--- src/rtl/pc_control_unit_pkg.sv ---
// Shared constants and types for the fetch PC control path.
package pc_control_unit_pkg;
  localparam int PC_W = 16;

  localparam logic [3:0] OP_B   = 4'b1100;
  localparam logic [3:0] OP_BR  = 4'b1101;
  localparam logic [3:0] OP_PCS = 4'b1110;
  localparam logic [3:0] OP_HLT = 4'b1111;

  typedef enum logic {RUN, HALTED} pc_state_e;
endpackage

--- src/rtl/pc_target_adder.sv ---
// PC-relative target: base + (sext(imm) << 1), wrapping mod 2^PC_W.
module pc_target_adder #(
  parameter int PC_W  = 16,
  parameter int IMM_W = 9
) (
  input  logic [PC_W-1:0]  base_i,
  input  logic [IMM_W-1:0] imm_i,
  output logic [PC_W-1:0]  sum_o
);
  logic [PC_W-1:0] off;

  // Word offset becomes a byte offset; the sign fills the remaining upper bits.
  assign off   = {{(PC_W-IMM_W-1){imm_i[IMM_W-1]}}, imm_i, 1'b0};
  assign sum_o = base_i + off;
endmodule

--- src/rtl/pc_control_unit.sv ---
// Fetch program counter with ID-stage branch redirect, IF/ID flush and HLT freeze.
module pc_control_unit #(
  parameter int              PC_W     = pc_control_unit_pkg::PC_W,
  parameter logic [PC_W-1:0] RESET_PC = '0,
  parameter int              IMM_W    = 9
) (
  input  logic             clk,
  input  logic             rst,
  input  logic             stall,
  input  logic             id_is_b,
  input  logic             id_is_br,
  input  logic             take_branch,
  input  logic [IMM_W-1:0] id_imm,
  input  logic [PC_W-1:0]  id_pc_plus2,
  input  logic [PC_W-1:0]  id_br_target,
  input  logic             if_is_hlt,
  output logic [PC_W-1:0]  pc,
  output logic [PC_W-1:0]  pc_plus2,
  output logic             flush_if_id,
  output logic             fetch_halted
);
  import pc_control_unit_pkg::*;

  pc_state_e       state_q;
  logic [PC_W-1:0] pc_q, pc_d;
  pc_state_e       state_d;
  logic [PC_W-1:0] b_target, target;
  logic            redirect;

  pc_target_adder #(.PC_W(PC_W), .IMM_W(IMM_W)) u_b_adder (
    .base_i (id_pc_plus2),
    .imm_i  (id_imm),
    .sum_o  (b_target)
  );

  // B wins if decode ever raises both branch kinds.
  assign target   = id_is_b ? b_target : id_br_target;
  assign redirect = (state_q == RUN) && !stall && (id_is_b || id_is_br) && take_branch;

  assign pc           = pc_q;
  assign pc_plus2     = pc_q + PC_W'(2);
  assign flush_if_id  = !rst && redirect;
  assign fetch_halted = (state_q == HALTED);

  always_comb begin
    pc_d    = pc_q;
    state_d = state_q;
    if (state_q == RUN && !stall) begin
      if (redirect) begin
        pc_d = target;
      end else if (if_is_hlt) begin
        state_d = HALTED;
      end else begin
        pc_d = pc_plus2;
      end
    end
  end

  always_ff @(posedge clk or posedge rst) begin
    if (rst) begin
      pc_q    <= RESET_PC;
      state_q <= RUN;
    end else begin
      pc_q    <= pc_d;
      state_q <= state_d;
    end
  end
endmodule

--- config.mk ---
export PLATFORM = sky130hd
export DESIGN_NAME = pc_control_unit
export DESIGN_NICKNAME = d
export VERILOG_FILES = /design/src/rtl/pc_control_unit_pkg.sv /design/src/rtl/pc_target_adder.sv /design/src/rtl/pc_control_unit.sv
export SDC_FILE = /design/constraint.sdc
export NUM_CORES = 1
export LEC_CHECK = 0
export ABC_AREA = 1
export CAP_MARGIN = 40
export CORE_MARGIN = 2
export CORE_UTILIZATION = 42
export CTS_CLUSTER_DIAMETER = 60
export DETAILED_ROUTE_END_ITERATION = 16
export GPL_ROUTABILITY_DRIVEN = 0
export PLACE_DENSITY = 0.79
export SLEW_MARGIN = 20
export SYNTH_ARGS = -nofsm -noshare
export SYNTH_HDL_FRONTEND = slang
export SYNTH_HIERARCHICAL = 1
export SYNTH_SLANG_ARGS = --single-unit
--- constraint.sdc ---
create_clock -name clk -period 1.2 [get_ports clk]
set_input_delay 0.12 -clock clk [delete_from_list [all_inputs] [get_ports clk]]
set_output_delay 0.12 -clock clk [all_outputs]
set_load 0.01 [all_outputs]
# [After elaboration in Yosys (flattened, before gate mapping)]
# Index checks and enable logic that the tools add are counted.
[totals] out_inout_bits=34 in_bits=48 reg_bits=17 wordCells=19
[op_classes] bitwise_logic=2 n_reduce_logical=9 n_eq_ne=1 add_sub_neg=2 muxes=3
[ops] op="$mux 16" n=3
[ops] op="$add 16x16->16" n=1
[ops] op="$add 16x2->16 const B" n=1
[ops] op="$logic_and 1x1->1" n=4
[ops] op="$reduce_and 3->1" n=1
[ops] op="$logic_not 1->1" n=2
[ops] op="$ne 2x1->1 const B" n=1
[ops] op="$not 1->1" n=2
[ops] op="$reduce_and 2->1" n=1
[ops] op="$logic_or 1x1->1" n=1

# [Depth between registers and ports, before layout]
# Gate-level depths: netlist (run 1).
[logic_depth] ltp_word=6 mapped_depth=16 mapped_depth_nobuf=16

# [Hierarchy]
# The synthesis (run 1) kept the hierarchy.
[by_module_without_submodules] module="pc_control_unit" seq_area_each_um2=425.4 cells_per_inst=248 instances=1 area_per_inst_um2=1462.7
[by_module_without_submodules] module="pc_target_adder" seq_area_each_um2=0.0 cells_per_inst=156 instances=1 area_per_inst_um2=845.8

# [Least setup slack after synthesis (run 1)]
# No wires, ideal clock.
[synth_path] path_type="in2reg" startpoint="input id_pc_plus2[1]" endpoint="register pc_q[15] (netlist: pc[15])" path_buffers=0 t_arrival_ns=1.569 setup_slack_ns=-0.486 t_required_ns=1.084 stages=16 setup_ns=0.116 path_cell_list="ha_1 > fa_1 > nand2_1 > nand2_1 > nand3_1 > nand2_2 > nand2_1 > nand2_1 > nand2_1 > nand2_1 > nand2_1 > o21ai_0 > nor2_1 > nor2_1 > nand2_1 > nand2_1"
[synth_via] elab_chain_cells=3
[synth_rtl] item="start, declared" line_no="pc_control_unit.sv:14" text="input logic [PC_W-1:0] id_pc_plus2,"
[synth_rtl] item="$add 16x16->16" line_no="pc_target_adder.sv:14" text="assign sum_o = base_i + off;"
[synth_rtl] item="via b_target[15]" line_no="pc_control_unit.sv:27" text="logic [PC_W-1:0] b_target, target;"
[synth_rtl] item="$mux 16" line_no="pc_control_unit.sv:37" text="assign target = id_is_b ? b_target : id_br_target;"
[synth_rtl] item="$mux 16" line_no="pc_control_unit.sv:49" text="if (redirect) begin"
[synth_rtl] item="end signal, assigned" line_no="pc_control_unit.sv:64" text="pc_q <= pc_d;"
[synth_rtl] item="end, declared" line_no="pc_control_unit.sv:25" text="logic [PC_W-1:0] pc_q, pc_d;"
# The timed path passes the listed nets, and every way through them passes these cells.
# A chain may end at the register's enable or synchronous reset.

# [Final worst setup path (run 1)]
[layout_path] startpoint="input id_pc_plus2[12]" endpoint="register pc_q[13] (netlist: pc[13])"
# The elaborated chain is that of the path after synthesis.

==> impl_metrics.json, run 1 <==
{
  "dr.pass1.iters": 7,
  "cts_tree": "done",
  "clk_pin_slew_ns": 0.10,
  "htreeDepth": 1,
  "io_pins": 82,
  "drive_gt1_frac": 0.563,
  "hold_slack_ns": 0.282,
  "grt_setup_unrepaired": "true",
  "leakagePower_nw": 2.56,
  "slew_headroom": 0.724,
  "final_hold_viol_count": 0,
  "dpl_worst_slack_ns": -0.972,
  "maxCapViolCount": 0,
  "syn_inst": 404,
  "crit_path_end": "pc[13]",
  "yosysTopAreaCell": "nand2_1",
  "ant_nets": 0,
  "avgRoutedWirePerCell_um": 25.9,
  "cts_sinks": 17,
  "yosys.cell_count.top_type": "nand2_1",
  "fp.dieW_um": 78.1,
  "critical_path_class": "input pin to flip-flop",
  "skew_ns": 0.00885,
  "r2r_cells": 8,
  "r2r_start": "pc[6]",
  "viasPerCell": 6.59,
  "ys_top_cells_by_count": "159 x nand2_1, 61 x inv_1, 45 x nor2_1, 23 x nand3_1, 18 x o21ai_0",
  "yosysUniqueCellTypes": 29,
  "numCtsBuffers": 3,
  "die_y_um": 78.1,
  "antenna_cells": 0,
  "synth_nets": 468,
  "clock_path_buffers": 2,
  "port_buffers": 81,
  "violations": "setup timing",
  "cp-end-kind": "flip-flop",
  "synth_edf_count": 0,
  "finalCoreUtilization": 0.953,
  "ys_async_sr_fraction": 1.00,
  "avgSynthCellArea_um2": 5.71,
  "wl_um": 16800,
  "grtUsageTotal": 0.379,
  "max_freq_ghz": 0.535,
  "cp_max_fo": 4,
  "vias": 4289,
  "core_area_um2": 5200,
  "start_kind": "input pin",
  "fin_setup_tns_ns": -15.22,
  "place_inst": 608,
  "ys_warn_count": 6,
  "nets": 646,
  "place.detailed.hpwl_um": 6130,
  "grt_max_degree": 31,
  "synth_area_um2": 2310,
  "die-area_um2": 6110,
  "r2r_slack_ns": -0.64,
  "period_minus_slack_ns": 1.87,
  "synth-seq-area-share": 0.184,
  "worstPathArrival_ns": 2.12,
  "grt_pass1_wl_um": 18000,
  "power_density_nw_per_um2": 1100,
  "tightest_slew_ns": 0.412,
  "period_share": 1.56,
  "cts_root_buf": "clkbuf_8",
  "final-instance-count-excl-fill": 651,
  "setup_viol": 44,
  "ir_drop_mv": 0.792,
  "p_total_mw": 5.45,
  "overflow": 0,
  "rr_endpoint": "pc[13]",
  "clock_latency_ns": 0.31,
  "grt_pass1_vias": 3715,
  "ys_top_cells_by_area": "nand2_1 26%, dfrtp_1 18%, inv_1 9.9%",
  "synthFlopType": "dfrtp_1",
  "slew_violations": 0,
  "fin_area_um2": 4960,
  "run_status": "finished, violations left",
  "dpl_cell_area_um2": 3860,
  "antenna_found_initial": 0,
  "rows": 26,
  "hold_buffers": 0,
  "min_path_type": "input pin to asynchronous set/reset pin",
  "crit_start": "id_pc_plus2[12]",
  "syn_to_final_growth_pct": 115,
  "initial_core_util": 0.444,
  "fin_ws_ns": -0.670,
  "drc": 0,
  "cp.required_ns": 1.45,
  "synth_top_cell_area_share": 0.259,
  "synth-seq-cells": 17,
  "drt_iter0_drc": 805
}
what timing repair did:
item,4_1_cts,5_1_grt
setup buffers,33,18
gates resized for setup,315,144
pin swaps,90,75
endpoints found under the setup margin,49,46
flip-flops by register name (all words and copies together), names as in the netlist:
| name | cells |
|---|---|
| fetch_halted | 1 |
| pc | 16 |
kinds of logic after synthesis:
| logic type | count (synthesis) | synth area share |
|---|---|---|
| AO/OA/AOI/OAI | 33 | 0.0846 |
| XOR/XNOR | 13 | 0.0493 |
| adder cells (fa/ha/maj) | 16 | 0.0900 |
| buffers and inverters | 73 | 0.132 |
| flip-flops | 17 | 0.184 |
| multiplexers | 2 | 0.00976 |
| AND/OR/NAND/NOR | 250 | 0.450 |
layout by cell type (no fill, tap or decap), types with 15 or more instances in the layout:
cell | netlist | final
ha_4 | 0 | 15
inv_1 | 61 | 51
nand2_2 | 6 | 46
nor2_2 | 4 | 18
buf_2 | 3 | 18
nor2_1 | 45 | 20
nand2_1 | 159 | 100
buf_4 | 3 | 58
clkdlybuf4s50_1 | 0 | 23
buf_6 | 2 | 63
nand2_4 | 0 | 18
critical path, stage by stage:
cell             delay [ns]
clkdlybuf4s15_1        0.20
ha_4                   0.31
nand2_2                0.11
nor2_2                 0.17
nand2_1                0.12
nand3_2                0.09
nand2_1                0.07
nand2_1                0.09
nand2_2                0.08
o21ai_1                0.13
nor2_1                 0.09
nor2_1                 0.22
nand2_2                0.18
nand2_2                0.13
layer usage:
metal / track usage / up-vias / part of all wire
li1: - / 1598 / -
met1: 0.408 / 1877 / 0.31
met2: 0.667 / 572 / 0.42
met3: 0.0862 / 242 / 0.14
met4: 0.244 / 0 / 0.12
met5: 0 / - / 0
power by group:
part           internal, mW  switching, mW
Sequential            0.707          0.204
Combinational          1.89           2.07
Clock                 0.235          0.343
Total                  2.84           2.61
layout make-up:
type,count,area [µm²]
clock buffer,3,41.3
clock inverter,1,5.00
fill,126,245
inverter,63,241
multi-input combinational,314,2460
sequential,17,429
tap,70,87.6
timing repair buffer,183,1700
worst min-delay path by stage:
stage	startpoint	end	slack, ns	depth (start not counted)
3_3_place_gp	pc[0]	pc[0]	0.49	2
4_1_cts	rst	pc[10]	0.24	3
6_report	rst	pc[12]	0.28	3
2_1_floorplan	rst	fetch_halted	0.05	1
5_1_grt	rst	pc[12]	0.33	3
3_5_place_dp	pc[0]	pc[0]	0.51	2
No activity file was read; power rests on OpenSTA's default activity.
==> run 2: changes to the inputs <==
--- a/config.mk
+++ b/config.mk
@@ -8,11 +8,11 @@
 export ABC_AREA = 1
 export CAP_MARGIN = 40
 export CORE_MARGIN = 2
-export CORE_UTILIZATION = 42
+export CORE_UTILIZATION = 45
 export CTS_CLUSTER_DIAMETER = 60
 export DETAILED_ROUTE_END_ITERATION = 16
 export GPL_ROUTABILITY_DRIVEN = 0
-export PLACE_DENSITY = 0.79
+export PLACE_DENSITY = 0.8
 export SLEW_MARGIN = 20
 export SYNTH_ARGS = -nofsm -noshare
 export SYNTH_HDL_FRONTEND = slang
==> constraint.sdc (replaced) <==
create_clock -name clk -period 2 [get_ports clk]
set_input_delay 0.2 -clock clk [delete_from_list [all_inputs] [get_ports clk]]
set_output_delay 0.2 -clock clk [all_outputs]
set_load 0.01 [all_outputs]
==> run 2 against run 1 <==
  * The flow now finishes without violations
  * Sequential power down 41%
  * Combinational power fell by 67%
  * Flip-flop and latch count did not move
  * Core utilization fell by 22 points
  * Setup slack gained 0.71 ns
  * Via count fell by 33%
  * Clock power shrank 55%
  * First-iteration DRC count decreased by 74%
  * Non-clock buffer count down 75
  * Critical path depth is 10 lower
  * Wire length down 57%
==> impl_metrics.json, run 2 (synthesis results as in run 1) <==
{
  "run_status": "complete, no violations",
  "power.internal_mw": 1.25,
  "clk_pin_slew_ns": 0.07,
  "fp.dieW_um": 75.6,
  "period_minus_slack_ns": 1.96,
  "fin_setup_tns_ns": 0,
  "nets": 571,
  "cts_sinks": 17,
  "clock_path_buffers": 2,
  "seqPwrFrac": 0.258,
  "viasPerCell": 4.98,
  "drt_iter0_drc": 212,
  "slew_headroom": 0.563,
  "rows": 26,
  "grt_pass1_wl_um": 10700,
  "final_cell_mix": "149 x nand2_1, 59 x inv_1, 56 x clkdlybuf4s50_1, 38 x nor2_1, 27 x buf_4",
  "vias": 2867,
  "finalCoreUtilization": 0.732,
  "initial_core_util": 0.458,
  "drc": 0,
  "maxCapViolCount": 0,
  "grt_setup_unrepaired": "true",
  "slew_violations": 0,
  "cp-end-kind": "output pin",
  "max_freq_ghz": 0.509,
  "clock_latency_ns": 0.25,
  "worstPathArrival_ns": 1.76,
  "syn_to_final_growth_pct": 59.8,
  "clockPowerShare": 0.124,
  "cts_tree": "done",
  "start_kind": "flip-flop",
  "cp_max_fo": 5,
  "numCtsBuffers": 3,
  "grt_pass1_vias": 2495,
  "skew_ns": 0.000902,
  "p_comb_frac": 0.618,
  "place.detailed.hpwl_um": 5410,
  "tightest_slew_ns": 0.654,
  "cp.required_ns": 1.80,
  "critical_path_class": "flip-flop to output pin",
  "ant_nets": 0,
  "avgRoutedWirePerCell_um": 12.7,
  "period_share": 0.982,
  "leakagePower_nw": 2.06,
  "die_y_um": 75.6,
  "dr.pass1.iters": 4,
  "power_density_nw_per_um2": 568,
  "setup_viol": 0,
  "die-area_um2": 5720,
  "antenna_found_initial": 0,
  "cts_root_buf": "clkbuf_8",
  "antenna_cells": 0,
  "io_pins": 82,
  "grtUsageTotal": 0.236,
  "core_area_um2": 5040,
  "port_buffers": 81,
  "drive_gt1_frac": 0.198,
  "ir_drop_mv": 0.386,
  "min_path_type": "input pin to asynchronous set/reset pin",
  "overflow": 0,
  "final_common_cell": "nand2_1",
  "final_hold_viol_count": 0,
  "switching_share": 0.405,
  "htreeDepth": 1,
  "wl_um": 7290,
  "largest_reg_flops": 16,
  "power.switching_mw": 0.850,
  "grt_max_degree": 31
}
[run 2: cell types whose count changed in the layout (fill, tap and decap cells not counted), sizes merged]
cell	previous run	this run
clkdlybuf4s15	2	0
clkbuf	9	5
clkdlybuf4s50	23	56
buf	146	27
dlygate4sd2	6	5
dlymetal6s2s	0	19
clkinv	1	0
[run 2: path summary, 6_finish.rpt]
path                       cells past startpoint         start          end  slack [ns]
setup / recovery                               4         pc[1]  pc_plus2[4]        0.04
hold / removal                                 2           rst       pc[10]        0.37
setup reg to reg                               6  fetch_halted        pc[5]        0.46
hold reg to reg                                2         pc[0]        pc[0]        0.52
max in group asynchronous                      2           rst        pc[7]        1.17
min in group clk                               2         pc[0]        pc[0]        0.52
[run 2: area by class of cell]
cell class	count	area (µm²)
multi-input combinational	314	1840
fill	421	1350
timing repair buffer	108	1050
sequential	17	434
inverter	63	236
tap	70	87.6
clock buffer	4	45.0
[run 2: routing by layer]
metal  wire length (µm)  up-vias  global-route usage  share of wire
met2               3640      100               0.414           0.50
met3                390        8              0.0370          0.053
met4                 69        0              0.0390         0.0095
met5                  0        -                   0              0
met1               3190     1317               0.313           0.44
li1                   -     1442                   -              -
[run 2: power by group through the flow]
stage | Clock, mW | Combinational [mW] | Sequential (mW)
3_3_place_gp | 0 | 1.17 | 0.528
6_report | 0.261 | 1.29 | 0.541
2_1_floorplan | 0 | 0.547 | 0.555
3_5_place_dp | 0 | 1.20 | 0.530
5_1_grt | 0.271 | 1.43 | 0.551
4_1_cts | 0.260 | 1.20 | 0.527
[run 2: through the flow]
stage	hold slack (ns)	cells	instance area, µm²	power, mW	setup WS, ns
CTS	0.399	573	3400	1.99	-0.0217
global route	0.449	576	3690	2.25	-0.0358
finish	0.367	576	3690	2.10	0.0370
global placement	0.498	568	3310	1.70	-0.307
floorplan	0.126	404	2310	1.10	0.234
detailed placement	0.512	568	3310	1.73	-0.331
[run 2: critical path: stages (launching register included)]
cell,delay (ns)
dfrtp_1,0.39
buf_4,0.16
nand3_4,0.13
xor2_1,0.24
clkdlybuf4s50_1,0.58
[run 2: what timing repair did]
action / CTS / global route
pin swaps: 3 / 20
endpoints found under the hold margin: 0 / 0
setup endpoints to repair: 17 / 16
resized for setup: 20 / 62
hold buffers: 0 / 0
buffers inserted: 1 / 3
